$ cat config.mk
export PLATFORM = sky130hd
export DESIGN_NAME = digit_scan_ctrl
export DESIGN_NICKNAME = d
export VERILOG_FILES = /design/src/rtl/digit_scan_ctrl.sv
export SDC_FILE = /design/constraint.sdc
export NUM_CORES = 1
export LEC_CHECK = 0
export CORE_UTILIZATION = 30
export DETAILED_ROUTE_END_ITERATION = 8
export SLEW_MARGIN = 25
export SYNTH_ARGS = -nofsm -noshare
export SYNTH_HDL_FRONTEND = slang
export SYNTH_SLANG_ARGS = --single-unit
export TNS_END_PERCENT = 20
$ cat constraint.sdc
create_clock -name clk -period 2.9 [get_ports clk]
set_input_delay 0.29 -clock clk [delete_from_list [all_inputs] [get_ports clk]]
set_output_delay 0.29 -clock clk [all_outputs]
set_load 0.05 [all_outputs]
$ cat src/rtl/digit_scan_ctrl.sv
// digit_scan_ctrl: time-multiplexed scan controller for a 4-digit
// 7-segment display. Produces the 2-bit digit select for the downstream
// mux plus registered active-low anode enables, with a blanking interval
// at the start of each slot and skipping of disabled digits.
module digit_scan_ctrl #(
  parameter int DIV   = 50000,  // slot length in clk cycles, >= 2
  parameter int BLANK = 1000    // blanked cycles at slot start, < DIV
) (
  input  logic       clk,
  input  logic       rst,
  input  logic       en,
  input  logic [3:0] digit_en,
  output logic [1:0] sel,
  output logic [3:0] an,
  output logic       tick,
  output logic       frame
);

  localparam int CW = (DIV > 1) ? $clog2(DIV) : 1;
  localparam logic [CW-1:0] CNT_LAST  = CW'(DIV - 1);
  localparam logic [CW-1:0] CNT_BLANK = CW'(BLANK);

  logic [CW-1:0] cnt_reg, cnt_next;
  logic [1:0]    sel_reg, sel_next;
  logic [3:0]    an_reg, an_next;
  logic          tick_reg, tick_next;
  logic          frame_reg, frame_next;

  logic          slot_end;
  logic          any_en;
  logic          lit_ok;
  logic [1:0]    next_enabled;

  // Candidate successors: sel+1, sel+2, sel+3 and sel itself (offset 4
  // wraps back to the current index), with their enable bits.
  logic [1:0]    cand_idx [1:4];
  logic [4:1]    cand_ok;

  genvar gi;
  generate
    for (gi = 1; gi <= 4; gi++) begin : g_cand
      assign cand_idx[gi] = sel_reg + 2'(gi);
      assign cand_ok[gi]  = digit_en[cand_idx[gi]];
    end
  endgenerate

  // Pick the nearest enabled digit above the current one, modulo 4.
  // Iterating from the farthest offset lets the nearest one win.
  always_comb begin
    next_enabled = sel_reg;
    for (int k = 4; k >= 1; k--) begin
      if (cand_ok[k]) next_enabled = cand_idx[k];
    end
  end

  assign any_en   = |digit_en;
  assign slot_end = (cnt_reg == CNT_LAST);

  // Next-state for counter, select and the tick/frame pulses.
  always_comb begin
    cnt_next   = cnt_reg;
    sel_next   = sel_reg;
    tick_next  = 1'b0;
    frame_next = 1'b0;
    if (en) begin
      if (slot_end) begin
        cnt_next = '0;
        // With no digit enabled the slot still wraps but nothing advances.
        if (any_en) begin
          sel_next   = next_enabled;
          tick_next  = 1'b1;
          frame_next = (next_enabled <= sel_reg);
        end
      end else begin
        cnt_next = cnt_reg + CW'(1);
      end
    end
  end

  // Anode lit only when scanning, past the blanking window, and the
  // selected digit is enabled as sampled on this edge.
  assign lit_ok = en && (cnt_next >= CNT_BLANK) && digit_en[sel_next];

  // Registered one-hot-low anode decode of the upcoming select, so the
  // anodes switch on the same edge as sel and never overlap.
  generate
    for (gi = 0; gi < 4; gi++) begin : g_an
      assign an_next[gi] = ~(lit_ok && (sel_next == 2'(gi)));
    end
  endgenerate

  // State and output registers with synchronous reset.
  always_ff @(posedge clk) begin
    if (rst) begin
      cnt_reg   <= '0;
      sel_reg   <= 2'b00;
      an_reg    <= 4'b1111;
      tick_reg  <= 1'b0;
      frame_reg <= 1'b0;
    end else begin
      cnt_reg   <= cnt_next;
      sel_reg   <= sel_next;
      an_reg    <= an_next;
      tick_reg  <= tick_next;
      frame_reg <= frame_next;
    end
  end

  assign sel   = sel_reg;
  assign an    = an_reg;
  assign tick  = tick_reg;
  assign frame = frame_reg;

endmodule

==> impl_summary.log, run 1 <==
[metrics] cell count after synthesis: 166
[metrics] summed negative setup slack over all endpoints: 0 ps
[metrics] post-synthesis compound-gate area fraction: between 10% and 20%
[metrics] number of failing setup endpoints in the final timing report: 0
[metrics] syn_area_per_cell: roughly 8.6 um2
[metrics] site row count: 24
[metrics] switch share: 21.4%
[metrics] antenna violations before repair: 0
[metrics] Register-to-Register Setup Slack: approximately 470 ps
[metrics] category of the most critical setup path: reg2reg
[metrics] RR Endpoint: an[3]
[metrics] number of flip-flops in the largest register: 16
[metrics] share of layout cells above drive strength 1: 8.89%
[metrics] # DRC: 0
[metrics] largest net degree at the start of global routing: 14
[metrics] Reg2Reg Depth: 7
[metrics] Reg-to-Reg Start: cnt_reg[0]
[metrics] most used standard cell by instance count after synthesis: nor2_1
[metrics] via count of the routed design: 1199
[metrics] WL/cell: 12.6 um
[metrics] CP Data Arrival Time: 2570 ps
[metrics] slew at the pin closest to its max-slew limit: 589 ps
[metrics] Static Leak: around 0.53 nW
[metrics] most frequently used flop master after synthesis: dfxtp_1
[metrics] peak clock frequency supported by timing: 411 MHz
[metrics] cell taking the most area after synthesis: dfxtp_1
[metrics] vias in the first global route: around 1100
[metrics] Yosys warning count: 0
[metrics] Final Routed Wirelength: 2910 um
[metrics] total setup buffers inserted after CTS: 0
[metrics] portion of total power attributed to combinational logic: 6.4%
[metrics] power density normalized to cell area: about 370 mW/mm2
[metrics] overflow left after global routing: 0
[metrics] largest incremental delay on the critical path: 670 ps
[metrics] hold buffers post-CTS: 0
[metrics] number of enable flip-flop cells after synthesis: 0
[metrics] die extent in x: 70.8 um
[metrics] Net count, final: 191
[metrics] number of I/O pins: 15
[metrics] internal power contribution: 0.472 mW
[metrics] Async S/R FF share, synth: 0%
[metrics] Crit path required time: 3040 ps
[metrics] Min Hold Slack: ~580 ps
[metrics] simple-gate area share of the yosys netlist: 31.3%
[metrics] Net Sw Power: 0.129 mW
[metrics] Max Cap Violations: 0
[metrics] RePlAce Congestion: 0.812
[metrics] area of the die: 0.00502 mm2
[metrics] worst relative slew slack: 60.3%
[metrics] proportion of power drawn by the clock network: 37.6%
[metrics] cell class contributing the biggest share of worst-path delay: simple AND/OR/NAND/NOR gates
[metrics] portion of the post-synthesis area used by sequential elements: 33.8%
[metrics] count of different cell masters after synthesis: 42
[metrics] area taken by multi-input logic gates: 822 um2
[metrics] outcome: finished clean
[metrics] CTS clk-pin slew, worst paths: around 80 ps
[metrics] buffer cell driving the clock tree root: clkbuf_8
[metrics] area growth from synthesis to layout: 13.6%
[metrics] highest-delay cell along the critical path: or4_4
[metrics] portion of synthesized cell area occupied by the leading cell type: 33.8%
[metrics] worst-case clock skew: 1.65 ps
[metrics] clk sink count: 24
[metrics] post_cts resized: 0
[metrics] Tcrit/Tclk final: a little over four fifths
[metrics] final slew viol count: 0
[metrics] core area: 0.00444 mm2
[metrics] TritonCTS clock tree: built
[metrics] worst hold path stage count: 2
[metrics] violation count after the first detailed-route iteration: 57
[metrics] number of input and output port buffers inserted: 14
[metrics] number of failing hold endpoints at the final stage: 0
[metrics] minimum clock period: 2430 ps
[metrics] kind of end point of the critical path: flip-flop
[metrics] Detailed Routing Iterations Pass 1: 4
[metrics] Worst Path Max Fanout: 8
[metrics] xor/xnor share of the synthesized area: 10.5%
[metrics] Net Count, Synth: 176
[metrics] Max VDD drop: 0.152 mV
[metrics] via count normalized by instance count: 5.17
[metrics] sequential power share: 56.0%
[metrics] main area contributors after synthesis: dfxtp_1 (34%), xnor2_1 (8.6%), nor2_1 (6.6%)
[metrics] Netlist Area Pre-Place: approximately 0.0014 mm2
[metrics] multiplexer area fraction after synthesis: 2.99%
[metrics] H-Tree Depth: 1
[metrics] Worst Hold Class: reg2reg
[metrics] RSZ-0062 raised after global routing: false
[metrics] first-pass GRT wire length: 5000 um
[metrics] number of clock buffers inserted by TritonCTS: 3
[metrics] number of buffer and inverter stages on the critical path: 0
[metrics] Post-Synth Adder-Cell Area: 2.64%
[metrics] clock latency at the later pin of the worst-skew pair: 260 ps
[metrics] Detailed Place HPWL: 2100 um
[metrics] commonest cells in the synthesized netlist: nor2_1 (25), dfxtp_1 (24), xnor2_1 (14)
[metrics] flops & latches, synth: 24
[metrics] sort of element at the start of the critical path: flip-flop
[metrics] Diodes inserted: 0
[metrics] initial core utilization: 32.0%
[metrics] remaining number of nets flagged by the antenna check after routing: 0
[metrics] crit path from: cnt_reg[0]
[metrics] number of buffers between clock root and the deepest sink: 2
[metrics] cell breakdown of the critical path: ha_1, nand4_1, or4_4, or2_4, mux2i_4, nor2_1, nand3_1
[metrics] global-route total usage across every layer: 12.2%
[metrics] fill cell count: between 400 and 500
[metrics] critical hold path startpoint: cnt_reg[1]
[metrics] Worst Hold Path EP: cnt_reg[1]
[metrics] Seq. cell area: 480 um2
[metrics] floorplan die height: 70.8 um
[metrics] largest family of logic cells by synthesized area: simple AND/OR/NAND/NOR gates
[metrics by stage]
stage          worst slack (ps)  instance area, um2  power (mW)  instances  utilization, %
2_1_floorplan               626                1420       0.365        166               -
3_3_place_gp                367                1560       0.383        228            35.1
3_5_place_dp                364                1560       0.383        228            35.1
4_1_cts                     472                1620       0.610        232            36.3
5_1_grt                     259                1620       0.628        232            36.3
6_report                    467                1620       0.601        232            36.3
[per-layer routing]
layer	global-route usage [%]	up-vias	routed length (um)
li1	-	620	-
met1	17.3	556	1450
met2	18.9	21	1340
met3	2.28	2	111
met4	3.33	0	12
met5	0	-	0
[area by class of cell]
cell class	count	area share (%)
multi-input combinational	128	50.9
sequential	24	29.7
timing repair buffer	18	10.5
inverter	6	1.39
clock buffer	4	3.41
tap	52	4.03
[cells by family (layout without fill, tap and decap cells)]
logic type,count (synthesis),in the layout
AOI/OAI and AO/OA,23,23
xor gates and xnor gates,17,17
adders and majority gates,3,3
buffers and inverters,14,28
DFF,24,24
muxes,3,3
and+or+nand+nor,82,82
[power groups by stage]
stage,clock network (mW),registers (mW),logic (mW)
after floorplan,0,0.343,0.0218
after global placement,0,0.344,0.0390
after detailed placement,0,0.344,0.0388
after CTS,0.234,0.337,0.0390
after global routing,0.248,0.337,0.0433
final,0.226,0.337,0.0387
[worst min-delay path, stage by stage, from the launching register on]
cell	delay (ps)
dfxtp_1	360
mux2i_1	130
nor2_1	50
[worst max-delay path by stage]
stage	cells after the start	slack (ps)	endpoint
6_report	7	470	an[3]
4_1_cts	6	470	an[2]
3_5_place_dp	6	360	an[2]
2_1_floorplan	7	630	an[3]
3_3_place_gp	7	370	an[3]
5_1_grt	7	260	an[1]
[layout by cell type (no fill, tap or decap), types with 3 or more instances in the layout]
master           instances
nor2_1                  25
dfxtp_1                 24
xnor2_1                 14
clkdlybuf4s50_1         14
nand2_1                 11
a21oi_1                  9
nand3_1                  9
nand2b_1                 6
inv_1                    6
nand4_1                  6
nor4_1                   6
nor3_1                   4
clkbuf_8                 4
buf_4                    4
nand4b_1                 3
xor2_1                   3
or3_1                    3
ha_1                     3
Power figures use the tool's default switching activity.
==> inputs of run 2 (changes only) <==
==> constraint.sdc (replaced) <==
create_clock -name clk -period 2.2 [get_ports clk]
set_input_delay 0.22 -clock clk [delete_from_list [all_inputs] [get_ports clk]]
set_output_delay 0.22 -clock clk [all_outputs]
set_load 0.05 [all_outputs]
==> impl_summary.log, run 2 (synthesis results as in run 1) <==
[metrics] area taken by multi-input logic gates: 845 um2 (+2.7%)
[metrics] clk sink count: 24 (unchanged)
[metrics] peak clock frequency supported by timing: 469 MHz (+14%)
[metrics] least setup slack across all paths after layout: 68.2 ps (-399 ps)
[metrics] remaining number of nets flagged by the antenna check after routing: 0 (unchanged)
[metrics] H-Tree Depth: 1 (unchanged)
[metrics] worst-case clock skew: 5.29 ps (+3.64 ps)
[metrics] number of failing setup endpoints in the final timing report: 0 (unchanged)
[metrics] number of buffers between clock root and the deepest sink: 2 (unchanged)
[metrics] RePlAce Congestion: 0.842 (+3.7%)
[metrics] initial core utilization: 32.0% (unchanged)
[metrics] overflow left after global routing: 0 (unchanged)
[metrics] Detailed Place HPWL: 2360 um (+12%)
[metrics] worst relative slew slack: 66.4% (+6.1 points)
[metrics] Max VDD drop: 0.162 mV (+6.5%)
[metrics] number of flip-flops in the largest register: 16 (unchanged)
[metrics] number of I/O pins: 15 (unchanged)
[metrics] largest incremental delay on the critical path: 630 ps (-40 ps)
[metrics] outcome: finished clean
[metrics] global-route total usage across every layer: 13.1% (+0.93 points)
[metrics] switch share: 22.7% (+1.3 points)
[metrics] number of input and output port buffers inserted: 14 (unchanged)
[metrics] antenna violations before repair: 0 (unchanged)
[metrics] first-pass GRT wire length: 5190 um (+3.9%)
[metrics] proportion of power drawn by the clock network: 34.2% (-3.4 points)
[metrics] CTS clk-pin slew, worst paths: 80 ps (about the same)
[metrics] buffer cell driving the clock tree root: clkbuf_8
[metrics] pre-CTS worst setup slack: -88.1 ps (-452 ps)
[metrics] share of layout cells above drive strength 1: 20.3% (+11 points)
[metrics] minimum clock period: 2130 ps (-301 ps)
[metrics] core area: 0.00444 mm2 (unchanged)
[metrics] number of failing hold endpoints at the final stage: 0 (unchanged)
[metrics] most common library cell in the layout ignoring fill and taps: buf_4
[metrics] area growth from synthesis to layout: 26.7%
[metrics] Diodes inserted: 0 (unchanged)
[metrics] Net count, final: 214 (+12%)
[metrics] site row count: 24 (unchanged)
[metrics] area of the die: 0.00502 mm2 (unchanged)
[metrics] power density normalized to cell area: 427 mW/mm2 (+15%)
[metrics] leading cell types in the layout, fill and taps excluded: buf_4 (27), nor2_1 (25), dfxtp_1 (23), xnor2_1 (14), clkdlybuf4s50_1 (14)
[metrics] CP Data Arrival Time: 2280 ps (-290 ps)
[metrics] end-of-flow core utilization: 40.5% (+4.2 points)
[metrics] sequential power share: 57.8% (+1.8 points)
[metrics] Final Routed Wirelength: 3130 um (+7.5%)
[metrics] cell breakdown of the critical path: ha_4, nand4_1, or4_4, or2_4, mux2i_4, nor2_1, nand3_1
[metrics] die extent in x: 70.8 um (unchanged)
[metrics] floorplan die height: 70.8 um (unchanged)
[metrics] Worst Hold Class: reg2reg
[metrics] vias in the first global route: 1136 (+7.5%)
[metrics] kind of end point of the critical path: flip-flop
[metrics] violation count after the first detailed-route iteration: 93 (+63%)
[metrics] Max Cap Violations: 0 (unchanged)
[metrics] Crit path required time: 2350 ps (-690 ps)
[metrics] Static Leak: 0.637 nW (+21%)
[metrics] clock latency at the later pin of the worst-skew pair: 270 ps (about the same)
[metrics] via count normalized by instance count: 5.06 (-2.0%)
[metrics] Seq. cell area: 484 um2 (+0.78%)
[metrics] sort of element at the start of the critical path: flip-flop
[metrics] TritonCTS clock tree: built
[metrics] final slew viol count: 0 (unchanged)
[metrics] Net Sw Power: 0.174 mW (+36%)
[metrics] largest net degree at the start of global routing: 13 (-1)
[metrics] fill cell count: 452 (-5.2%)
[metrics] Tcrit/Tclk final: 96.9% (+13 points)
[metrics] slew at the pin closest to its max-slew limit: 502 ps (-87.3 ps)
[metrics] via count of the routed design: 1286 (+7.3%)
[metrics] portion of total power attributed to combinational logic: 8.0% (+1.6 points)
[metrics] internal power contribution: 0.594 mW (+26%)
[metrics] highest-delay cell along the critical path: or4_4
[metrics] category of the most critical setup path: reg2reg
[metrics] Worst Path Max Fanout: 6 (-2)
[metrics] total power: 0.768 mW (+28%)
[metrics] number of clock buffers inserted by TritonCTS: 3 (unchanged)
[metrics] Detailed Routing Iterations Pass 1: 4 (unchanged)
[metrics] # DRC: 0 (unchanged)
[metrics] WL/cell: 12.3 um (-1.8%)
[run 2: changes by cell type in the layout (fill, tap and decap cells not counted)]
cell       before  now
or4b_4          0    1
clkbuf_8        4    3
buf_4           4   27
dfxtp_1        24   23
a2111oi_0       1    0
or4b_2          1    0
ha_4            0    1
ha_1            3    2
a2111oi_2       0    1
dfxtp_4         0    1
[run 2: final cells by class]
| cell class | instances | area share [%] |
|---|---|---|
| Multi-Input combinational cell | 128 | 46.9 |
| Sequential cell | 24 | 26.9 |
| Timing Repair Buffer | 41 | 19.0 |
| Tap cell | 52 | 3.61 |
| Clock buffer | 3 | 2.29 |
| Inverter | 6 | 1.25 |
[run 2: per-stage QoR]
step | instances | cell area, um2 | hold WS, ps | setup TNS (ps)
after global placement | 250 | 1730 | 535 | -433
final | 254 | 1800 | 565 | 0
after CTS | 253 | 1770 | 555 | 0
after floorplan | 166 | 1420 | 292 | 0
after global routing | 254 | 1800 | 583 | -24.9
after detailed placement | 250 | 1730 | 540 | -333
[run 2: worst max-delay path: cells and delay by family (launching register included)]
kind	cells	cell delay, ps
mux	1	200
simple gates	5	1270
flops	1	390
fa+ha+maj	1	140
[run 2: final timing paths]
check                                start          to  slack (ps)  cells after the start
worst max-delay path            cnt_reg[0]       an[3]          70                      7
worst min register to register  cnt_reg[0]  cnt_reg[0]         570                      2
worst max register to register  cnt_reg[0]       an[3]          70                      7
worst min-delay path            cnt_reg[0]  cnt_reg[0]         570                      2
[run 2: power by group through the flow]
| stage | combinational, mW | clock, mW | sequential, mW |
|---|---|---|---|
| after CTS | 0.0609 | 0.276 | 0.443 |
| after floorplan | 0.0287 | 0 | 0.453 |
| final | 0.0614 | 0.263 | 0.444 |
| after detailed placement | 0.0607 | 0 | 0.453 |
| after global routing | 0.0690 | 0.282 | 0.445 |
| after global placement | 0.0608 | 0 | 0.453 |
[run 2: what timing repair did]
item | in CTS | in global routing
gates resized for setup | 0 | 6
hold buffers | 0 | 0
buffers inserted | 0 | 1
endpoints found under the setup margin | 0 | 4
[run 2: layer usage]
layer  wire, um  vias to the layer above  GRT usage, %
li1           -                      668             -
met4         49                        0          4.67
met5          0                        -             0
met2       1410                       20          20.9
met3        118                        5          2.56
met1       1550                      593          17.6
==> inputs of run 3 (changes only) <==
--- a/config.mk
+++ b/config.mk
@@ -5,8 +5,13 @@
 export SDC_FILE = /design/constraint.sdc
 export NUM_CORES = 1
 export LEC_CHECK = 0
+export ABC_CLOCK_PERIOD_IN_PS = 2200
+export CELL_PAD_IN_SITES_DETAIL_PLACEMENT = 0
+export CELL_PAD_IN_SITES_GLOBAL_PLACEMENT = 1
+export CORE_MARGIN = 2
 export CORE_UTILIZATION = 30
 export DETAILED_ROUTE_END_ITERATION = 8
+export PLACE_DENSITY_LB_ADDON = 0.1
 export SLEW_MARGIN = 25
 export SYNTH_ARGS = -nofsm -noshare
 export SYNTH_HDL_FRONTEND = slang
==> impl_summary.log, run 3 (synthesis results as in run 1) <==
[metrics] outcome: finished clean
[metrics] WL/cell: 13.6 um (+10%)
[metrics] floorplan die height: 72.8 um (+2.8%)
[metrics] via count of the routed design: 1294 (+0.62%)
[metrics] post-placement cell count: 253 (+1.2%)
[metrics] TritonCTS clock tree: built
[metrics] first-pass GRT wire length: 5800 um (+12%)
[metrics] Worst Hold Class: in2reg
[metrics] Net count, final: 215 (+0.47%)
[metrics] initial core utilization: 30.7% (-1.3 points)
[metrics] power density normalized to cell area: 442 mW/mm2 (+3.6%)
[metrics] cell breakdown of the critical path: or4_1, or4_4, or2_4, mux2i_4, nand4b_1
[metrics] minimum clock period: 2120 ps (-8.90 ps)
[metrics] most common library cell in the layout ignoring fill and taps: buf_4
[metrics] end-of-flow core utilization: 39.8% (-0.67 points)
[metrics] largest incremental delay on the critical path: 560 ps (-70 ps)
[metrics] global-route total usage across every layer: 13.7% (+0.61 points)
[metrics] worst-case clock skew: 6.07 ps (+0.776 ps)
[metrics] CTS clk-pin slew, worst paths: 90 ps (about the same)
[metrics] sort of element at the start of the critical path: flip-flop
[metrics] critical hold path startpoint: digit_en[0]
[metrics] portion of total power attributed to combinational logic: 8.6% (+0.6 points)
[metrics] Max VDD drop: 0.198 mV (+22%)
[metrics] area growth from synthesis to layout: 29.8%
[metrics] Net Sw Power: 0.180 mW (+3.0%)
[metrics] total power: 0.815 mW (+6.1%)
[metrics] Tcrit/Tclk final: 96.5% (-0.40 points)
[metrics] core area: 0.00463 mm2 (+4.2%)
[metrics] final slew viol count: 0 (unchanged)
[metrics] Worst Path Max Fanout: 5 (-1)
[metrics] Reg-to-Reg Start: cnt_reg[5]
[metrics] via count normalized by instance count: 5.02 (-0.94%)
[metrics] clk sink count: 24 (unchanged)
[metrics] number of failing hold endpoints at the final stage: 0 (unchanged)
[metrics] internal power contribution: 0.635 mW (+7.1%)
[metrics] die extent in x: 72.8 um (+2.8%)
[metrics] Detailed Routing Iterations Pass 1: 4 (unchanged)
[metrics] area of the die: 0.00530 mm2 (+5.7%)
[metrics] highest-delay cell along the critical path: or4_1
[metrics] Worst Hold Path EP: an[0]
[metrics] Non-Filler Instances: 258 (+1.6%)
[metrics] H-Tree Depth: 1 (unchanged)
[metrics] share of layout cells above drive strength 1: 23.5% (+3.2 points)
[metrics] Final Routed Wirelength: 3520 um (+12%)
[metrics] Static Leak: 0.646 nW (+1.4%)
[metrics] vias in the first global route: 1228 (+8.1%)
[metrics] leading cell types in the layout, fill and taps excluded: buf_4 (27), nor2_1 (25), dfxtp_1 (21), xnor2_1 (14), clkdlybuf4s50_1 (14)
[metrics] worst relative slew slack: 66.6% (+0.20 points)
[metrics] sequential power share: 54.3% (-3.5 points)
[metrics] hold buffers post-CTS: 0 (unchanged)
[metrics] peak clock frequency supported by timing: 471 MHz (+0.42%)
[metrics] number of buffers between clock root and the deepest sink: 2 (unchanged)
[metrics] switch share: 22.0% (-0.68 points)
[metrics] CP Data Arrival Time: 2260 ps (-20 ps)
[metrics] RR Endpoint: an[2]
[metrics] proportion of power drawn by the clock network: 37.1% (+2.9 points)
[metrics] slew at the pin closest to its max-slew limit: 499 ps (-2.97 ps)
[metrics] site row count: 25 (+4.2%)
[metrics] antenna violations before repair: 0 (unchanged)
[metrics] Diodes inserted: 0 (unchanged)
[metrics] # DRC: 0 (unchanged)
[metrics] RePlAce Congestion: 0.749 (-11%)
[metrics] worst hold path stage count: 2 (unchanged)
[metrics] Crit path required time: 2340 ps (about the same)
[metrics] remaining number of nets flagged by the antenna check after routing: 0 (unchanged)
[metrics] Max Cap Violations: 0 (unchanged)
[metrics] buffer cell driving the clock tree root: clkbuf_8
[metrics] overflow left after global routing: 0 (unchanged)
[metrics] number of I/O pins: 15 (unchanged)
[metrics] Reg2Reg Depth: 5 (-2)
[metrics] RSZ-0062 raised after global routing: false
[metrics] number of flip-flops in the largest register: 16 (unchanged)
[metrics] clock latency at the later pin of the worst-skew pair: 270 ps (about the same)
[metrics] number of clock buffers inserted by TritonCTS: 3 (unchanged)
[metrics] largest net degree at the start of global routing: 14 (+1)
[metrics] category of the most critical setup path: reg2reg
[metrics] violation count after the first detailed-route iteration: 71 (-24%)
[metrics] number of input and output port buffers inserted: 14 (unchanged)
[metrics] kind of end point of the critical path: flip-flop
[metrics] number of failing setup endpoints in the final timing report: 0 (unchanged)
[metrics] Register-to-Register Setup Slack: 80 ps (about the same)
[metrics] Detailed Place HPWL: 2710 um (+15%)
## run 3: worst max-delay path by stage
stage | start | cells past startpoint | end | slack (ps)
CTS | cnt_reg[5] | 5 | an[2] | 40
floorplan | cnt_reg[1] | 6 | an[2] | 5
global route | cnt_reg[5] | 6 | an[3] | 2
finish | cnt_reg[5] | 5 | an[2] | 80
global placement | en | 9 | an[2] | -90
detailed placement | en | 9 | an[2] | -70
## run 3: what timing repair did
action                                  CTS  global route
endpoints found under the setup margin    0             4
gates resized for setup                   0            11
setup buffers                             0             1
## run 3: stage by stage
step	area, um2	TNS (ps)	hold slack (ps)	worst slack, ps
2_1_floorplan	1420	0	292	5.19
3_3_place_gp	1740	-331	588	-88.3
3_5_place_dp	1740	-251	584	-73.0
4_1_cts	1790	0	569	43.4
5_1_grt	1840	0	620	1.81
6_report	1840	0	597	77.1
## run 3: power by group through the flow
stage	Sequential (mW)	Combinational, mW	Clock [mW]
after floorplan	0.453	0.0287	0
after global placement	0.451	0.0673	0
after detailed placement	0.451	0.0693	0
after CTS	0.441	0.0697	0.313
after global routing	0.443	0.0784	0.327
final	0.443	0.0703	0.302
## run 3: routing by layer
metal / routed length, um / global-route usage [%]
met1: 1700 / 18.9
met5: 0 / 0
met3: 94 / 1.66
met4: 57 / 3.91
met2: 1660 / 22.5
## run 3: layout make-up
cell class	count	area, um2
clock buffers	4	55.1
well taps	54	67.6
repair buffers	42	354
multi-input cells	128	861
inverters	6	22.5
fillers	478	2790
flip-flops and latches	24	484
## run 3: critical path, delay by kind of cell (launching register included)
family | cells | cell delay, ps
and+or+nand+nor | 4 | 1470
DFF | 1 | 330
muxes | 1 | 200
